$ cat src/rtl/pc_next_unit.sv
// Program-counter unit: N-way next-PC select, PC register, exception entry/return FSM.
// Define PCNEXT_ALIGN_CHECK_EN to trap taken loads whose target has nonzero bits [1:0].
module pc_next_unit #(
  parameter int               WIDTH        = 32,
  parameter int               NUM_SRC      = 4,
  parameter int               SEL_W        = 2,
  parameter logic [WIDTH-1:0] RESET_VECTOR = '0,
  parameter logic [WIDTH-1:0] EXC_VECTOR   = WIDTH'(32'h0000_0080)
) (
  input  logic                     clk,
  input  logic                     reset_n,
  input  logic [SEL_W-1:0]         src_sel,
  input  logic [NUM_SRC*WIDTH-1:0] src_data,
  input  logic                     pc_write,
  input  logic                     pc_write_cond,
  input  logic                     cond_true,
  input  logic                     exc_req,
  input  logic [1:0]               exc_cause,
  input  logic                     eret,
  output logic [WIDTH-1:0]         pc,
  output logic [WIDTH-1:0]         pc_next,
  output logic [WIDTH-1:0]         epc,
  output logic [1:0]               cause,
  output logic                     exc_ack,
  output logic                     in_handler,
  output logic                     double_fault,
  output logic                     misalign
);

  localparam logic [1:0] ST_RUN       = 2'd0;
  localparam logic [1:0] ST_EXC_ENTRY = 2'd1;
  localparam logic [1:0] ST_HANDLER   = 2'd2;

  logic [1:0]       r_state;
  logic [WIDTH-1:0] r_pc;
  logic [WIDTH-1:0] r_epc;
  logic [1:0]       r_cause;
  logic             r_double_fault;

  logic [WIDTH-1:0] w_pc_next;
  logic [WIDTH-1:0] w_exc_target;
  logic             w_misalign;
  logic             w_load;
  logic             w_trap;

  // Out-of-range selects fall back to source 0.
  always_comb begin
    // NOTE: default assignment first so every path drives w_pc_next and no latch is inferred.
    w_pc_next = src_data[0 +: WIDTH];
    for (int k = 1; k < NUM_SRC; k++) begin
      if (int'(src_sel) == k) w_pc_next = src_data[k*WIDTH +: WIDTH];
    end
  end

`ifdef PCNEXT_ALIGN_CHECK_EN
  assign w_misalign = |w_pc_next[1:0];
`else
  assign w_misalign = 1'b0;
`endif

  assign w_load       = pc_write | (pc_write_cond & cond_true);
  assign w_trap       = exc_req | (w_load & w_misalign);
  assign w_exc_target = EXC_VECTOR + WIDTH'({r_cause, 2'b00});

  always_ff @(posedge clk) begin
    if (!reset_n) begin
      r_state        <= ST_RUN;
      r_pc           <= RESET_VECTOR;
      r_epc          <= '0;
      r_cause        <= 2'b00;
      r_double_fault <= 1'b0;
    end else begin
      // NOTE: non-blocking assignments, so r_epc <= r_pc captures the PC from before this edge.
      case (r_state)
        ST_RUN: begin
          if (w_trap) begin
            r_epc   <= r_pc;
            r_cause <= exc_req ? exc_cause : 2'b11;
            r_state <= ST_EXC_ENTRY;
          end else if (w_load) begin
            r_pc <= w_pc_next;
          end
        end
        ST_EXC_ENTRY: begin
          r_pc    <= w_exc_target;
          r_state <= ST_HANDLER;
        end
        ST_HANDLER: begin
          // A fault inside the handler re-enters at the base vector and keeps epc/cause.
          if (w_trap) begin
            r_double_fault <= 1'b1;
            r_pc           <= EXC_VECTOR;
          end else if (eret) begin
            r_pc    <= r_epc;
            r_state <= ST_RUN;
          end else if (w_load) begin
            r_pc <= w_pc_next;
          end
        end
        default: r_state <= ST_RUN;
      endcase
    end
  end

  assign pc           = r_pc;
  assign pc_next      = w_pc_next;
  assign epc          = r_epc;
  assign cause        = r_cause;
  assign exc_ack      = (r_state == ST_EXC_ENTRY);
  assign in_handler   = (r_state == ST_HANDLER);
  assign double_fault = r_double_fault;
  assign misalign     = w_misalign;

endmodule

$ cat config.mk
export PLATFORM = sky130hd
export DESIGN_NAME = pc_next_unit
export DESIGN_NICKNAME = d
export VERILOG_FILES = /design/src/rtl/pc_next_unit.sv
export SDC_FILE = /design/constraint.sdc
export NUM_CORES = 1
export LEC_CHECK = 0
export CELL_PAD_IN_SITES_DETAIL_PLACEMENT = 1
export CELL_PAD_IN_SITES_GLOBAL_PLACEMENT = 2
export CORE_MARGIN = 2
export CORE_UTILIZATION = 22
export DETAILED_ROUTE_END_ITERATION = 10
export PLACE_DENSITY = 0.88
export SLEW_MARGIN = 20
export SYNTH_ARGS = -nofsm -noshare
export SYNTH_HDL_FRONTEND = slang
export SYNTH_SLANG_ARGS = --single-unit
$ cat constraint.sdc
create_clock -name clk -period 2.5 [get_ports clk]
set_input_delay 0.5 -clock clk [delete_from_list [all_inputs] [get_ports clk]]
set_output_delay 0.5 -clock clk [all_outputs]
set_load 0.01 [all_outputs]
==> impl_metrics.csv, run 1 <==
group,metric,value,unit
die,dieArea,19800,µm²
synth,seq_area_frac_synth,33.6,%
synth,synth.most_common_cell,"nand2_1",
setup_path,reg2reg_setup_slack,300,ps
drt,antenna_left,0,
synth,synthesis.nets,615,
clock_network,cts_tree,"yes",
final_layout,nFillCells,2119,
sta,layout_worst_path_cycle_share,98.2,%
grt,grt_pass1_vias,5175,
clock_network,clock_sinks,69,
synth,synthXorXnorAreaFrac,0,%
hold_path,min_to,"double_fault",
setup_path,cp.arrival,1950,ps
synth,synth_mux_area_share,18.5,%
final_layout,finalInstanceArea,7210,µm²
synth,ys_top_cells_by_count,"nand2_1 (79), dfxtp_1 (69), nand3_1 (56)",
setup_path,cp.required,2000,ps
die,placementRows,50,
pwr,power.leakage,0.00245,µW
status,status,"finished, final reports clean",
setup_path,reg2regPathDepth,8,
synth,synth_top_area_cell,"dfxtp_1",
sta,report.final.hold_viol_count,0,
drt,first_pass_iters,4,
sta,grt_setup_unrepaired,"no",
grt,grt_usage,18.2,%
synth,yosysTopAreaCellShare,33.6,%
final_layout,diodes,0,
clock_network,htreeDepth,3,
drt,avgViaCountPerCell,5.08,
drt,via_count,4763,
synth,synthArstFlopShare,0,%
run,maxCapViolCount,0,
grt,grt_antenna_before_repair,0,
sta,slew_headroom,58.3,%
drt,drtIter0Drc,209,
synth,netlist-cell-type-count,36,
setup_path,worst-setup-path-type,"input pin to primary output",
placement,port_buffers,239,
synth,synth_flop_cell,"dfxtp_1",
setup_path,worst_setup_path_end_kind,"primary output",
setup_path,crit_start,"src_sel[0]",
die,ios,241,
sta,worstMarginPinSlew,623,ps
hold_path,hold_path_depth,2,
synth,synth_edf_count,0,
synth,synthSimpleGateAreaFrac,20.4,%
clock_network,cts_inserted_buffers,9,
final_layout,instances_no_fill,938,
pwr,p_per_area,557,nW/µm²
clock_network,clk_latency,340,ps
final_layout,final_nets,841,
placement,gp_congestion,0.747,
setup_path,cp_max_fo,11,
sta,finalSetupTns,0,ps
setup_path,reg2reg_from,"r_state[1]",
clock_network,cts_setup_buffers,0,
final_layout,drive_above_1_share,10.7,%
sta,setup_viol,0,
sta,layout_min_cycle_time,2450,ps
placement,placed_cells,920,
pwr,peakVddDrop,0.296,mV
die,fp.dieH,141,µm
placement,dpl.hpwl,12.9,mm
synth,synthTopCellsByArea,"dfxtp_1 (34%), mux4_2 (15%), nand2_1 (7.2%), nand3_1 (6.8%), a22oi_1 (5.1%)",
synth,syn_area_per_cell,8.70,µm²
grt,grt_pass1_wl,28.2,mm
clock_network,cts_root_buf,"clkbuf_16",
grt,grt_max_degree,42,
drt,drc,0,
die,start_util,22.2,%
synth,synth_fa_ha_area_share,0.912,%
hold_path,hold_class,"register to register",
sta,final_max_slew_viol_count,0,
synth,netlist_area,4120,µm²
sta,max_freq,407,MHz
sta,fin_worst_skew,5.86,ps
clock_network,clock_path_buffers,2,
clock_network,ctsResizeCount,0,
synth,yosysWarnings,0,
grt,grt.overflow.total,0,
synth,synth_compound_area_share,20.6,%
final_layout,area_growth_syn_to_layout,75.2,%
setup_path,cp-start-kind,"input pin",
synth,syn-instance-count,473,
setup_path,rr_endpoint,"pc[3]",
drt,drt_wl_total,18.7,mm
clock_network,cts.clk_slew.worst_paths,60,ps
synth,synth_top_family_by_area,"compound AO/OA/AOI/OAI gates",
synth,ys_seq_elements,69,
drt,wl_per_cell,19.9,µm
clock_network,cts_hold_buf,0,
die,die_x,141,µm
die,core,18500,µm²
placement,placed_area,6820,µm²
hold_path,hp-start,"double_fault",
## power breakdown
group | total [µW] | switching, µW | internal (µW)
Clock | 1420 | 524 | 899
Sequential | 1280 | 91.2 | 1190
Combinational | 1310 | 612 | 699
Total | 4020 | 1230 | 2790
## logic make-up after synthesis
| family | after synthesis |
|---|---|
| AO/OA/AOI/OAI | 139 |
| adder cells (fa/ha/maj) | 3 |
| buffers and inverters | 49 |
| flip-flops | 69 |
| multiplexers | 34 |
| other | 1 |
| AND/OR/NAND/NOR | 178 |
## per-layer routing
layer | routed length, µm | track usage (%) | part of all wire (%) | up-vias
met3 | 1280 | 5.60 | 6.9 | 20
li1 | - | - | - | 2211
met4 | 274 | 5.95 | 1.5 | 0
met2 | 9490 | 31.7 | 51 | 166
met5 | 0 | 0 | 0 | -
met1 | 7610 | 21.2 | 41 | 2366
## per-stage QoR
| step | util (%) | power (µW) | hold WS, ps | worst slack [ps] |
|---|---|---|---|---|
| 2_1_floorplan | - | 1870 | 487 | 627 |
| 3_3_place_gp | 36.8 | 2550 | 448 | 25.8 |
| 3_5_place_dp | 36.8 | 2590 | 467 | 14.8 |
| 4_1_cts | 38.6 | 4040 | 481 | 6.33 |
| 5_1_grt | 38.9 | 4210 | 503 | 18.1 |
| 6_report | 38.9 | 4020 | 479 | 45.5 |
## critical path, cell delays in order
cell and delay, ps:
clkbuf_4 180, buf_12 170, mux4_2 550, clkdlybuf4s50_1 530
## cells in the final DEF, fill, tap and decap left out, types with 27 or more instances in the layout
cell type	synthesis	routed
clkdlybuf4s50_1	0	232
nand2_1	79	78
dfxtp_1	69	69
nand3_1	56	56
a21oi_1	41	41
nor2b_1	30	30
o21ai_0	28	28
a22oi_1	28	28
a31oi_1	28	28
mux4_2	27	27
## registers in the layout (all words and copies together), names as in the netlist
name and count:
cause 2, double_fault 1, epc 32, pc 32, r_state 2
## worst max path at each step
stage | slack [ps] | end
6_report | 50 | pc_next[21]
5_1_grt | 20 | pc_next[22]
4_1_cts | 6 | pc_next[20]
3_5_place_dp | 10 | pc_next[20]
3_3_place_gp | 30 | pc_next[20]
2_1_floorplan | 630 | pc_next[11]
## area by class of cell
type / instances / area, µm² / share of cell area [%]
multi-input combinational: 355 / 2530 / 35.0
inverter: 4 / 15.0 / 0.208
tap: 234 / 293 / 4.06
clock buffer: 10 / 239 / 3.32
timing repair buffer: 260 / 2670 / 37.0
sequential: 69 / 1380 / 19.2
clock inverter: 6 / 86.3 / 1.20
No activity file was read; power rests on OpenSTA's default activity.
==> inputs of run 2 (changes only) <==
--- a/config.mk
+++ b/config.mk
@@ -5,12 +5,13 @@
 export SDC_FILE = /design/constraint.sdc
 export NUM_CORES = 1
 export LEC_CHECK = 0
+export ABC_AREA = 1
 export CELL_PAD_IN_SITES_DETAIL_PLACEMENT = 1
 export CELL_PAD_IN_SITES_GLOBAL_PLACEMENT = 2
 export CORE_MARGIN = 2
-export CORE_UTILIZATION = 22
+export CORE_UTILIZATION = 20
 export DETAILED_ROUTE_END_ITERATION = 10
-export PLACE_DENSITY = 0.88
+export PLACE_DENSITY = 0.87
 export SLEW_MARGIN = 20
 export SYNTH_ARGS = -nofsm -noshare
 export SYNTH_HDL_FRONTEND = slang
==> impl_metrics.csv, run 2 <==
group,metric,value,unit
setup_path,worst-setup-path-type,"input pin to primary output",
status,status,"finished, final reports clean",
sta,fin_hold_ws,449,ps
setup_path,worstPathCellList,"dlygate4sd2_1, buf_4, nand2_1, nand2_4, buf_4, o21ai_1, nand2_1, dlygate4sd2_1",
die,dieArea,23100,µm²
synth,synthesis.nets,842,
pwr,power.leakage,0.00338,µW
drt,avgViaCountPerCell,4.64,
synth,yosysTopAreaCellShare,31.5,%
placement,placed_cells,1254,
die,core,21700,µm²
sta,report.final.hold_viol_count,0,
placement,gp_congestion,0.848,
setup_path,reg2reg_setup_slack,520,ps
grt,grt_max_degree,39,
die,start_util,20.2,%
pwr,p_per_area,716,nW/µm²
final_layout,final_nets,1129,
grt,grt_pass1_wl,35.4,mm
clock_network,clk_latency,350,ps
setup_path,critPathMaxStageDelay,300,ps
synth,synth_edf_count,0,
grt,grt_usage,19.3,%
drt,via_count,5908,
grt,grt_antenna_before_repair,0,
synth,syn_area_per_cell,6.26,µm²
synth,ys_seq_elements,69,
synth,seq_area_frac_synth,31.5,%
sta,final_max_slew_viol_count,0,
placement,dpl.hpwl,16.9,mm
clock_network,cts_hold_buf,0,
final_layout,final_common_cell,"clkdlybuf4s50_1",
synth,synth.most_common_cell,"nand2_1",
clock_network,htreeDepth,3,
sta,layout_min_cycle_time,2430,ps
setup_path,reg2regPathDepth,8,
synth,synth_top_area_cell,"dfxtp_1",
clock_network,cts_tree,"yes",
hold_path,hold_path_depth,2,
die,placementRows,54,
clock_network,cts_inserted_buffers,9,
final_layout,final_cell_mix,"clkdlybuf4s50_1 (204), nand2_1 (122), a21oi_1 (119)",
sta,layout_worst_path_cycle_share,97.1,%
setup_path,critPathSlowestCell,"dlygate4sd2_1",
die,fp.dieH,152,µm
clock_network,cts_root_buf,"clkbuf_16",
synth,synthTopCellsByArea,"dfxtp_1 (32%), a21oi_1 (14%), o21ai_0 (12%), nand2_1 (11%), nor2_1 (7.2%)",
run,maxCapViolCount,0,
die,die_x,152,µm
synth,netlist_area,4380,µm²
final_layout,area_growth_syn_to_layout,83.2,%
drt,drt_wl_total,22.5,mm
drt,drc,0,
setup_path,crit_buf_inv,4,
setup_path,crit_cells,8,
setup_path,cp.arrival,1930,ps
final_layout,instances_no_fill,1272,
synth,ys_top_cells_by_count,"nand2_1 (125), a21oi_1 (119), o21ai_0 (107)",
hold_path,hold_class,"register to register",
clock_network,clock_sinks,69,
setup_path,worst_setup_path_end_kind,"primary output",
synth,synth_flop_cell,"dfxtp_1",
pwr,peakVddDrop,0.312,mV
drt,antenna_left,0,
setup_path,cp-start-kind,"input pin",
setup_path,cp_max_fo,5,
clock_network,clock_path_buffers,2,
final_layout,drive_above_1_share,14.1,%
final_layout,diodes,0,
setup_path,cp.required,2000,ps
drt,drtIter0Drc,225,
sta,finalSetupTns,0,ps
drt,first_pass_iters,4,
synth,synthArstFlopShare,0,%
synth,netlist-cell-type-count,26,
final_layout,final_util,37.0,%
sta,fin_worst_skew,10.2,ps
sta,max_freq,412,MHz
die,ios,241,
synth,syn-instance-count,700,
sta,setup_viol,0,
synth,yosysWarnings,0,
setup_path,cp_top_family,"buffers and inverters",
drt,wl_per_cell,17.7,µm
grt,grt.overflow.total,0,
placement,port_buffers,239,
clock_network,cts.clk_slew.worst_paths,60,ps
grt,grt_pass1_vias,6081,
## run 2: cell count changes in the layout (fill, tap and decap cells not counted), sizes merged, moves of 30 or more
cell / previous run / this run
o21ai: 30 / 137
a21oi: 42 / 120
nor2: 6 / 84
buf: 21 / 91
nand2: 79 / 127
inv: 4 / 46
dlygate4sd2: 0 / 32
mux4: 32 / 0
nor2b: 30 / 0
## run 2: logic make-up (layout without fill, tap and decap cells)
kind of cell	after synthesis	in the layout	share of synthesized area [%]
adder cells (fa/ha/maj)	3	3	0.857
flip-flops	69	69	31.5
AO/OA/AOI/OAI	283	283	35.5
AND/OR/NAND/NOR	248	248	22.9
other	1	1	0.0856
buffers and inverters	96	388	9.14
## run 2: layout make-up
cell class                 count  area, µm²
timing repair buffer         329       3160
tap                          280        350
inverter                      43        161
sequential                    69       1380
fill                        2722      13700
multi-input combinational    535       2660
clock inverter                 7       81.3
clock buffer                   9        225
## run 2: final timing paths
kind,startpoint,endpoint
worst max register to register,r_state[0],pc[3]
worst max-delay path,src_sel[1],pc_next[22]
worst min-delay path,double_fault,double_fault
worst min register to register,double_fault,double_fault
## run 2: through the flow
stage	worst slack, ps	instance area [µm²]	total power (µW)
floorplan	771	4380	2900
global placement	-367	7650	4400
detailed placement	-397	7650	4450
CTS	1.10	8000	5820
global route	-2.14	8020	6160
finish	72.4	8020	5750
## run 2: where the power goes
part | internal [µW] | switching (µW) | total (µW)
combinational | 1350 | 1400 | 2750
sequential | 1380 | 265 | 1650
clock | 789 | 558 | 1350
## run 2: timing repair
item	in CTS	in global routing
endpoints found under the hold margin	0	0
gates resized for setup	47	8
buffers inserted	1	0
pin swaps	1	2
cloned	1	0
setup endpoints to repair	32	12
## run 2: layer usage
layer,track usage [%],vias to the layer above,wire [µm],part of all wire (%)
li1,-,2941,-,-
met1,24.7,2781,10200,45
met2,32.8,162,10800,48
met3,4.16,24,1100,4.9
met4,5.21,0,483,2.1
met5,0,-,0,0
## run 2: worst register-to-register path: cells and delay by family (launching register included)
family / cells / cell delay (ps)
AO/OA/AOI/OAI: 3 / 420
adder cells (fa/ha/maj): 1 / 430
buffers and inverters: 3 / 630
flip-flops: 1 / 360
AND/OR/NAND/NOR: 1 / 80
